## config.mk

```make
export PLATFORM = sky130hd
export DESIGN_NAME = sha3_padder
export DESIGN_NICKNAME = d
export VERILOG_FILES = /design/src/rtl/sha3_padder.sv
export SDC_FILE = /design/constraint.sdc
export NUM_CORES = 2
export LEC_CHECK = 0
export CORE_AREA = 2 2 664 666
export DETAILED_ROUTE_END_ITERATION = 10
export DIE_AREA = 0 0 666 668
export PLACE_DENSITY_LB_ADDON = 0.15
export RECOVER_POWER = 25
export SLEW_MARGIN = 20
export SYNTH_ARGS = -nofsm -noshare
export SYNTH_HDL_FRONTEND = slang
export SYNTH_SLANG_ARGS = --single-unit
```

## constraint.sdc

```tcl
create_clock -name clk -period 3.34 [get_ports clk]
set_input_delay 0.668 -clock clk [delete_from_list [all_inputs] [get_ports clk]]
set_output_delay 0.668 -clock clk [all_outputs]
set_load 0.02 [all_outputs]
```

## src/rtl/sha3_padder.sv

```systemverilog
// SHA3-256 message packer: gathers 64-bit little-endian words into 17-lane rate blocks,
// applies 0x06..0x80 domain padding and hands each 1600-bit block to keccak_big.
module sha3_padder #(
   parameter int WIDTH      = 64,
   parameter int RATE_LANES = 17
) (
   input  logic                         clk,
   input  logic                         nrst,
   input  logic [WIDTH-1:0]             in_data,
   input  logic [3:0]                   in_bytes,
   input  logic                         in_valid,
   input  logic                         in_last,
   output logic                         in_ready,
   output logic [0:4][0:4][WIDTH-1:0]   Dblk,
   output logic                         blk_valid,
   output logic                         blk_last,
   input  logic                         blk_ready,
   output logic [4:0]                   lane_cnt
);

   localparam logic [4:0]       LAST_LANE = 5'(RATE_LANES - 1);
   localparam logic [WIDTH-1:0] DOM_PAD   = WIDTH'(8'h06);
   localparam logic [WIDTH-1:0] END_PAD   = {8'h80, {(WIDTH-8){1'b0}}};

   typedef enum logic [1:0] {
      S_FILL   = 2'd0,
      S_EMIT   = 2'd1,
      S_PADBLK = 2'd2
   } state_t;

   state_t           state_q, state_d;
   logic [WIDTH-1:0] lane_q [RATE_LANES];
   logic [WIDTH-1:0] lane_d [RATE_LANES];
   logic [4:0]       cnt_q, cnt_d;
   logic [4:0]       cnt_nxt;
   logic             pend_q, pend_d;
   logic             in_ready_q, in_ready_d;
   logic             blk_valid_q, blk_valid_d;
   logic             blk_last_q, blk_last_d;
   logic             accept;

   function automatic logic [WIDTH-1:0] low_bytes(input logic [WIDTH-1:0] d,
                                                  input logic [2:0]       b);
      logic [WIDTH-1:0] mask;
      mask = (WIDTH'(1) << {b, 3'b000}) - WIDTH'(1);
      return d & mask;
   endfunction

   assign accept  = (state_q == S_FILL) && in_valid && in_ready_q;
   assign cnt_nxt = cnt_q + 5'd1;

   always_comb begin
      state_d = state_q;
      lane_d  = lane_q;
      cnt_d   = cnt_q;
      pend_d  = pend_q;
      blk_last_d = blk_last_q;
      case (state_q)
         S_FILL: begin
            if (accept) begin
               if (!in_last) begin
                  lane_d[cnt_q] = in_data;
                  if (cnt_q == LAST_LANE) begin
                     cnt_d      = 5'd0;
                     state_d    = S_EMIT;
                     blk_last_d = 1'b0;
                  end else begin
                     cnt_d = cnt_nxt;
                  end
               end else if (!in_bytes[3]) begin
                  // Partial final word: domain byte lands right after the data bytes
                  lane_d[cnt_q]     = low_bytes(in_data, in_bytes[2:0])
                                      | (DOM_PAD << {in_bytes[2:0], 3'b000});
                  lane_d[LAST_LANE] = lane_d[LAST_LANE] | END_PAD;
                  state_d    = S_EMIT;
                  blk_last_d = 1'b1;
               end else if (cnt_q != LAST_LANE) begin
                  lane_d[cnt_q]     = in_data;
                  lane_d[cnt_nxt]   = DOM_PAD;
                  lane_d[LAST_LANE] = lane_d[LAST_LANE] | END_PAD;
                  state_d    = S_EMIT;
                  blk_last_d = 1'b1;
               end else begin
                  // Full word fills the block exactly: padding needs a block of its own
                  lane_d[LAST_LANE] = in_data;
                  state_d    = S_EMIT;
                  blk_last_d = 1'b0;
                  pend_d     = 1'b1;
               end
            end
         end
         S_EMIT: begin
            if (blk_ready) begin
               lane_d     = '{default: '0};
               cnt_d      = 5'd0;
               blk_last_d = 1'b0;
               state_d    = pend_q ? S_PADBLK : S_FILL;
            end
         end
         S_PADBLK: begin
            lane_d[0]         = DOM_PAD;
            lane_d[LAST_LANE] = END_PAD;
            pend_d     = 1'b0;
            blk_last_d = 1'b1;
            state_d    = S_EMIT;
         end
         default: state_d = S_FILL;
      endcase
      in_ready_d  = (state_d == S_FILL);
      blk_valid_d = (state_d == S_EMIT);
   end

   always_ff @(posedge clk or negedge nrst) begin
      if (!nrst) begin
         state_q     <= S_FILL;
         lane_q      <= '{default: '0};
         cnt_q       <= 5'd0;
         pend_q      <= 1'b0;
         in_ready_q  <= 1'b0;
         blk_valid_q <= 1'b0;
         blk_last_q  <= 1'b0;
      end else begin
         state_q     <= state_d;
         lane_q      <= lane_d;
         cnt_q       <= cnt_d;
         pend_q      <= pend_d;
         in_ready_q  <= in_ready_d;
         blk_valid_q <= blk_valid_d;
         blk_last_q  <= blk_last_d;
      end
   end

   assign in_ready  = in_ready_q;
   assign blk_valid = blk_valid_q;
   assign blk_last  = blk_last_q;
   assign lane_cnt  = cnt_q;

   // Lane k sits at Dblk[k%5][k/5]; capacity lanes are always zero
   for (genvar x = 0; x < 5; x++) begin : g_x
      for (genvar y = 0; y < 5; y++) begin : g_y
         localparam int K = x + 5 * y;
         if (K < RATE_LANES) begin : g_rate
            assign Dblk[x][y] = lane_q[K];
         end else begin : g_cap
            assign Dblk[x][y] = '0;
         end
      end
   end

endmodule

```

== After elaboration in Yosys (flattened, before gate mapping) ==
Cells that the tools add are included.

* Memories: 0
* Bits of input ports: 73
* Bits in read-only memories: 0
* Latch bits: 0
* Output and inout bits: 1,608
* Register bits: 1,099
* Memory bits (writable): 0

* Muxes and demuxes: 38
* Order comparisons: 4
* Reductions and logical operators: 15
* Multiply operators: 0
* Equal/unequal tests: 13
* Shift operators: 2
* $add $sub $neg: 2
* Divide/modulo/power cells: 0
* Bitwise operators: 7

{| class="wikitable"
|+ Operators by type and width
! cell !! number
|-
| 2-to-1 mux 1088 bit || 4
|-
| bitwise mux 1088 bit || 2
|-
| one-hot mux 960 bit (2 select lines) || 1
|-
| AND 1054 bit || 1
|-
| inverter 1054 bit || 1
|-
| 2-to-1 mux 1024 bit || 1
|-
| demux 64 bit (select 5 bit) || 2
|-
| one-hot mux 64 bit (3 select lines) || 2
|-
| 2-to-1 mux 64 bit || 3
|-
| AND 64 bit || 1
|-
| bitwise OR 64 bit || 1
|-
| left shift 1 x 6 -> 64 bit, first input constant || 1
|-
| left shift 3 x 6 -> 64 bit, first input constant || 1
|-
| subtractor 64 x 2 -> 64 bit, second input constant || 1
|-
| bitwise OR 34 bit || 1
|-
| 2-to-1 mux 5 bit || 4
|-
| AND reduction 4 bit || 4
|-
| greater-or-equal comparator 6 bit, second input constant || 2
|-
| less-than comparator 6 x 1 -> 1 bit, second input constant || 2
|-
| != test 2 bit, second input constant || 6
|-
| inverter 5 -> 6 bit || 2
|-
| 2-to-1 mux 1 bit || 10
|-
| 2-to-1 mux 2 bit || 5
|-
| one-hot mux 5 bit (2 select lines) || 1
|-
| 16 further kinds || 22
|}

== Logic depth before layout (Yosys ltp) ==
* Depth after elaboration: 13
* Mapped depth: 15
* Depth with buffers taken out: 8

== Worst setup path after synthesis ==
Ideal clock, no wire load.

* Path kind: input to register
* From: in in_bytes[2]
* To: reg lane_q, in the netlist Dblk[1504]
* Data required time: 3.274 ns
* Buffers on the path: 6
* Stages: 14
* Data arrival time: 3.576 ns
* Slack: -0.303 ns
* Cells stage by stage: clkbuf_1 > clkbuf_1 > nor3_1 > clkbuf_1 > inv_1 > ha_1 > clkbuf_1 > clkbuf_1 > or3b_2 > a21oi_1 > o211ai_1 > clkbuf_1 > o22ai_1 > a22o_1

* Cells in the longest elaborated chain, start to end: 9
* Elaborated cells between the ends (all ways): 10
* Classes of those cells: add/sub (1); shift (2); mux (5); bitwise (2)

{| class="wikitable"
|+ Ends and longest elaborated chain
! what !! line !! source
|-
| start: declaration || 10 || <nowiki>input logic [3:0] in_bytes,</nowiki>
|-
| left shift 1 x 6 -> 64 bit || 45 || <nowiki>mask = (WIDTH'(1) << {b, 3'b000}) - WIDTH'(1);</nowiki>
|-
| subtractor 64 x 2 -> 64 bit || 45 ||
|-
| AND 64 bit || 46 || <nowiki>return d & mask;</nowiki>
|-
| bitwise OR 64 bit * || 73 || <nowiki>| (DOM_PAD << {in_bytes[2:0], 3'b000});</nowiki>
|-
| bitwise mux 1088 bit * || 72 || <nowiki>lane_d[cnt_q] = low_bytes(in_data, in_bytes[2:0])</nowiki>
|-
| 2-to-1 mux 1088 bit * || 70 || <nowiki>end else if (!in_bytes[3]) begin</nowiki>
|-
| 2-to-1 mux 1088 bit * || 61 || <nowiki>if (!in_last) begin</nowiki>
|-
| 2-to-1 mux 1088 bit * || 60 || <nowiki>if (accept) begin</nowiki>
|-
| one-hot mux 960 bit (2 select lines) * || 58 || <nowiki>case (state_q)</nowiki>
|-
| end signal: assignment || 124 || <nowiki>lane_q <= lane_d;</nowiki>
|-
| end: declaration || 32 || <nowiki>logic [WIDTH-1:0] lane_q [RATE_LANES];</nowiki>
|}

Mark *: on every way between the ends. The rest lies on a longest branch, timed or not. The select of a mux whose other input is x is not followed.
A chain may end at the register's enable or synchronous reset.

== Worst setup path after layout ==
* From: reg cnt_q[4], in the netlist lane_cnt[4]
* To: reg lane_q, in the netlist Dblk[1558]

* Cells in the longest elaborated chain, start to end: 13
* Elaborated cells between the ends (all ways): 25
* Classes of those cells: add/sub (1); order compare (4); eq/ne (2); mux (11); bitwise (4); reduce/logical (3)

{| class="wikitable"
|+ Ends and longest elaborated chain
! what !! line !! source
|-
| start: declaration || 34 || <nowiki>logic [4:0] cnt_q, cnt_d;</nowiki>
|-
| start signal: assignment || 125 || <nowiki>cnt_q <= cnt_d;</nowiki>
|-
| adder 5 x 1 -> 5 bit || 50 || <nowiki>assign cnt_nxt = cnt_q + 5'd1;</nowiki>
|-
| inverter 5 -> 6 bit (implied by the code) || 79 || <nowiki>lane_d[cnt_nxt] = DOM_PAD;</nowiki>
|-
| greater-or-equal comparator 6 bit (implied by the code) or less-than comparator 6 x 1 -> 1 bit (tied branches) || 79 ||
|-
| logical AND 1 bit (implied by the code) || 79 ||
|-
| 2-to-1 mux 64 bit (implied by the code) || 79 ||
|-
| demux 64 bit (select 5 bit) || 79 ||
|-
| inverter 1054 bit (no line) || -- ||
|-
| AND 1054 bit (no line) || -- ||
|-
| 2-to-1 mux 1024 bit || 77 || <nowiki>end else if (cnt_q != LAST_LANE) begin</nowiki>
|-
| 2-to-1 mux 1088 bit || 70 ||
|-
| 2-to-1 mux 1088 bit || 61 ||
|-
| 2-to-1 mux 1088 bit || 60 ||
|-
| one-hot mux 64 bit (3 select lines) || 58 ||
|}

Parallel ways exist; a longest one is shown, timed or not. The select of a mux whose other input is x is not followed.

==> results.cfg <==
[timing]
period_share_pct = 98.0
hold_viol_final = 0
finClkSkew_ns = 0.0729
tightest_slew_ns = 2.35
rsz0062_at_grt = false
drv_slew = 29
max_freq_mhz = 306
setup_viol = 0
slew_headroom_pct = -56.9
period_minus_slack_ns = 3.27

[detailed_routing]
ant_nets = 0
wl_per_cell_um = 39.9
avgViaCountPerCell = 4.72
wl_um = 531000
first_pass_iters = 6
drcViolationCount = 0
drt_iter0_markers = 6216
num_vias = 62905

[logic_synthesis]
synth_top_family_by_area = compound AO/OA/AOI/OAI gates
synth-seq-area-share_pct = 43.1
synth_flop_cell = dfrtp_1
synth_cell_types = 90
synth_cells = 6239
syn_area_sq_mm = 0.0638
synthAdderAreaFrac_pct = 0.177
ys_ff_latch = 1099
ys_warn_count = 0
synth-edff-count = 0
synth_compound_area_share_pct = 27.3
synthMuxAreaShare_pct = 13.4
synth_xor_area_share_pct = 0.0275
syn_avg_cell_area_sq_um = 10.2
ys_async_sr_fraction_pct = 100
synthSimpleGateAreaFrac_pct = 4.74

[critical_path]
cp_data_required_time_ns = 4.12
critPathArrivalTime_ns = 4.06
ff2ff_path_depth = 6
start_kind = register
critPathMaxFanout = 32
crit_type = register to register
cp-end-kind = register

[placed_design]
gp_congestion = 0.853
place_hpwl_um = 384000
place_inst = 13029
portBuffers = 1168

[grt]
grt-ovfl-total = 0
grt_max_degree = 115
first_global_vias = 60692
antenna_found_initial = 42
grt_pass1_wl_um = 675000
grt_usage_pct = 22.9

[clocking]
htree_levels = 4
cts_inserted_buffers = 167
path_clk_slew_ns = 0.06
cts_buffer_depth = 4
cts_tree = built
clock_latency_ns = 0.90
numClockSinks = 1099
clock-root-buffer = clkbuf_16

[pwr]
seq_power_share_pct = 23.1
power_leakage_nw = 41.0
comb_power_share_pct = 55.4
vdd_drop_max_mv = 0.675
intPower_mw = 42.6
clkPwrFrac_pct = 21.5
p_switching_mw = 42.9
power_density_mw_per_mm2 = 941
switching_share_pct = 50.1

[cells_and_area]
drive_above_1_share_pct = 14.5
final_cell_mix = clkdlybuf4s50_1, dfrtp_1, a22o_1
nNetsFinal = 7528
fin_util_pct = 20.8
fin_cells = 13328
final_common_cell = clkdlybuf4s50_1
area_growth_pct = 42.5

[die]
die_x_um = 666
initial_utilization_pct = 14.6
die_h_um = 668
num_rows = 243
fp.dieArea_sq_mm = 0.445
ios = 1681
core-area_sq_mm = 0.437

[worst_hold_path]
hold_depth = 3
hold_class = input pin to register

[run]
max_cap_violations = 1

[outcome]
outcome = finished with violations
violations = max-capacitance violations, max-slew violations
## metrics by stage
| stage | TNS [ns] | worst slack [ns] | cell area, sq um | power [mW] | hold slack [ns] |
|---|---|---|---|---|---|
| after floorplan | 0 | 0.00401 | 65700 | 38.4 | 0.372 |
| after global placement | -29.28 | -0.348 | 85500 | 67.2 | 0.468 |
| after detailed placement | -15.35 | -0.361 | 85500 | 67.5 | 0.473 |
| after CTS | 0 | 0.0405 | 91000 | 86.6 | 0.120 |
| after global routing | 0 | 0.0144 | 90800 | 88.3 | 0.168 |
| final | 0 | 0.0675 | 90900 | 85.5 | 0.221 |
## sequential cells by signal, summed over array words and instances, names as in the netlist
signal     cells
Dblk        1088
blk_last       1
blk_valid      1
in_ready       1
lane_cnt       5
pend_q         1
state_q        2
## final cells by class
class,count,area [sq um]
Fill cell,47385,346000
Multi-Input combinational cell,4325,31700
Sequential cell,1099,27500
Timing Repair Buffer,1825,19000
Tap cell,5757,7200
Clock buffer,235,4780
Clock inverter,45,607
Inverter,28,108
Antenna cell,14,35.0
## path summary, 6_finish.rpt
kind | startpoint | endpoint | slack (ns)
max | lane_cnt[4] | Dblk[1558] | 0.07
min | in_last | blk_last | 0.22
max reg2reg | lane_cnt[4] | Dblk[1558] | 0.07
min reg2reg | Dblk[264] | Dblk[264] | 0.48
max in group asynchronous | nrst | Dblk[473] | 0.16
min in group asynchronous | nrst | Dblk[269] | 0.98
## Yosys cell counts (31+ instances only)
master | n | share of area (%)
a21oi_1 | 164 | 1.3
o221ai_2 | 38 | 0.89
buf_1 | 71 | 0.42
o211ai_1 | 31 | 0.36
buf_4 | 517 | 6.1
nand3_1 | 58 | 0.46
o22ai_1 | 808 | 7.9
a2bb2oi_1 | 42 | 0.58
o21ai_0 | 117 | 0.92
nor2_1 | 157 | 0.92
a22o_1 | 886 | 12
clkbuf_1 | 515 | 3.0
mux2i_1 | 850 | 13
buf_2 | 191 | 1.5
dfrtp_1 | 1099 | 43
nand2_1 | 245 | 1.4
## cells by family (layout without fill, tap and decap cells)
family          after synthesis  in the layout
compound gates             2316           2316
buf+inv                    1326           2133
flops                      1099           1099
mux                         852            852
simple gates                634            634
fa+ha+maj                     9              9
xor+xnor                      2              2
other cells                   1            526
## power by group through the flow
stage	sequential, mW	clock, mW	combinational, mW
6_report	19.7	18.4	47.4
2_1_floorplan	22.0	0	16.4
3_3_place_gp	19.8	0	47.4
3_5_place_dp	19.9	0	47.6
4_1_cts	19.7	19.0	47.9
5_1_grt	20.0	19.4	48.9
## critical path, stage by stage, from the launching register on
cell and delay, ns:
dfrtp_2 0.54, nor2_1 0.91, and2_1 0.65, o311ai_4 0.21
nor2_4 0.18, buf_12 0.24, a22o_1 0.20
## routing by layer
layer / share of wire [%] / wire length [um] / track usage (%) / up-vias
li1: - / - / - / 25336
met1: 40 / 210000 / 27.5 / 33369
met2: 48 / 255000 / 38.7 / 3472
met3: 6.3 / 33500 / 4.29 / 726
met4: 6.1 / 32300 / 11.8 / 2
met5: 0.0024 / 13 / 0 / -
## what timing repair did
action	CTS	global route
endpoints found under the setup margin	3	1
setup buffers	4	0
hold buffers	1	0
resized for setup	2	1
pin swaps	1	0
endpoints found under the hold margin	15	0
No activity file was read; power rests on OpenSTA's default activity.
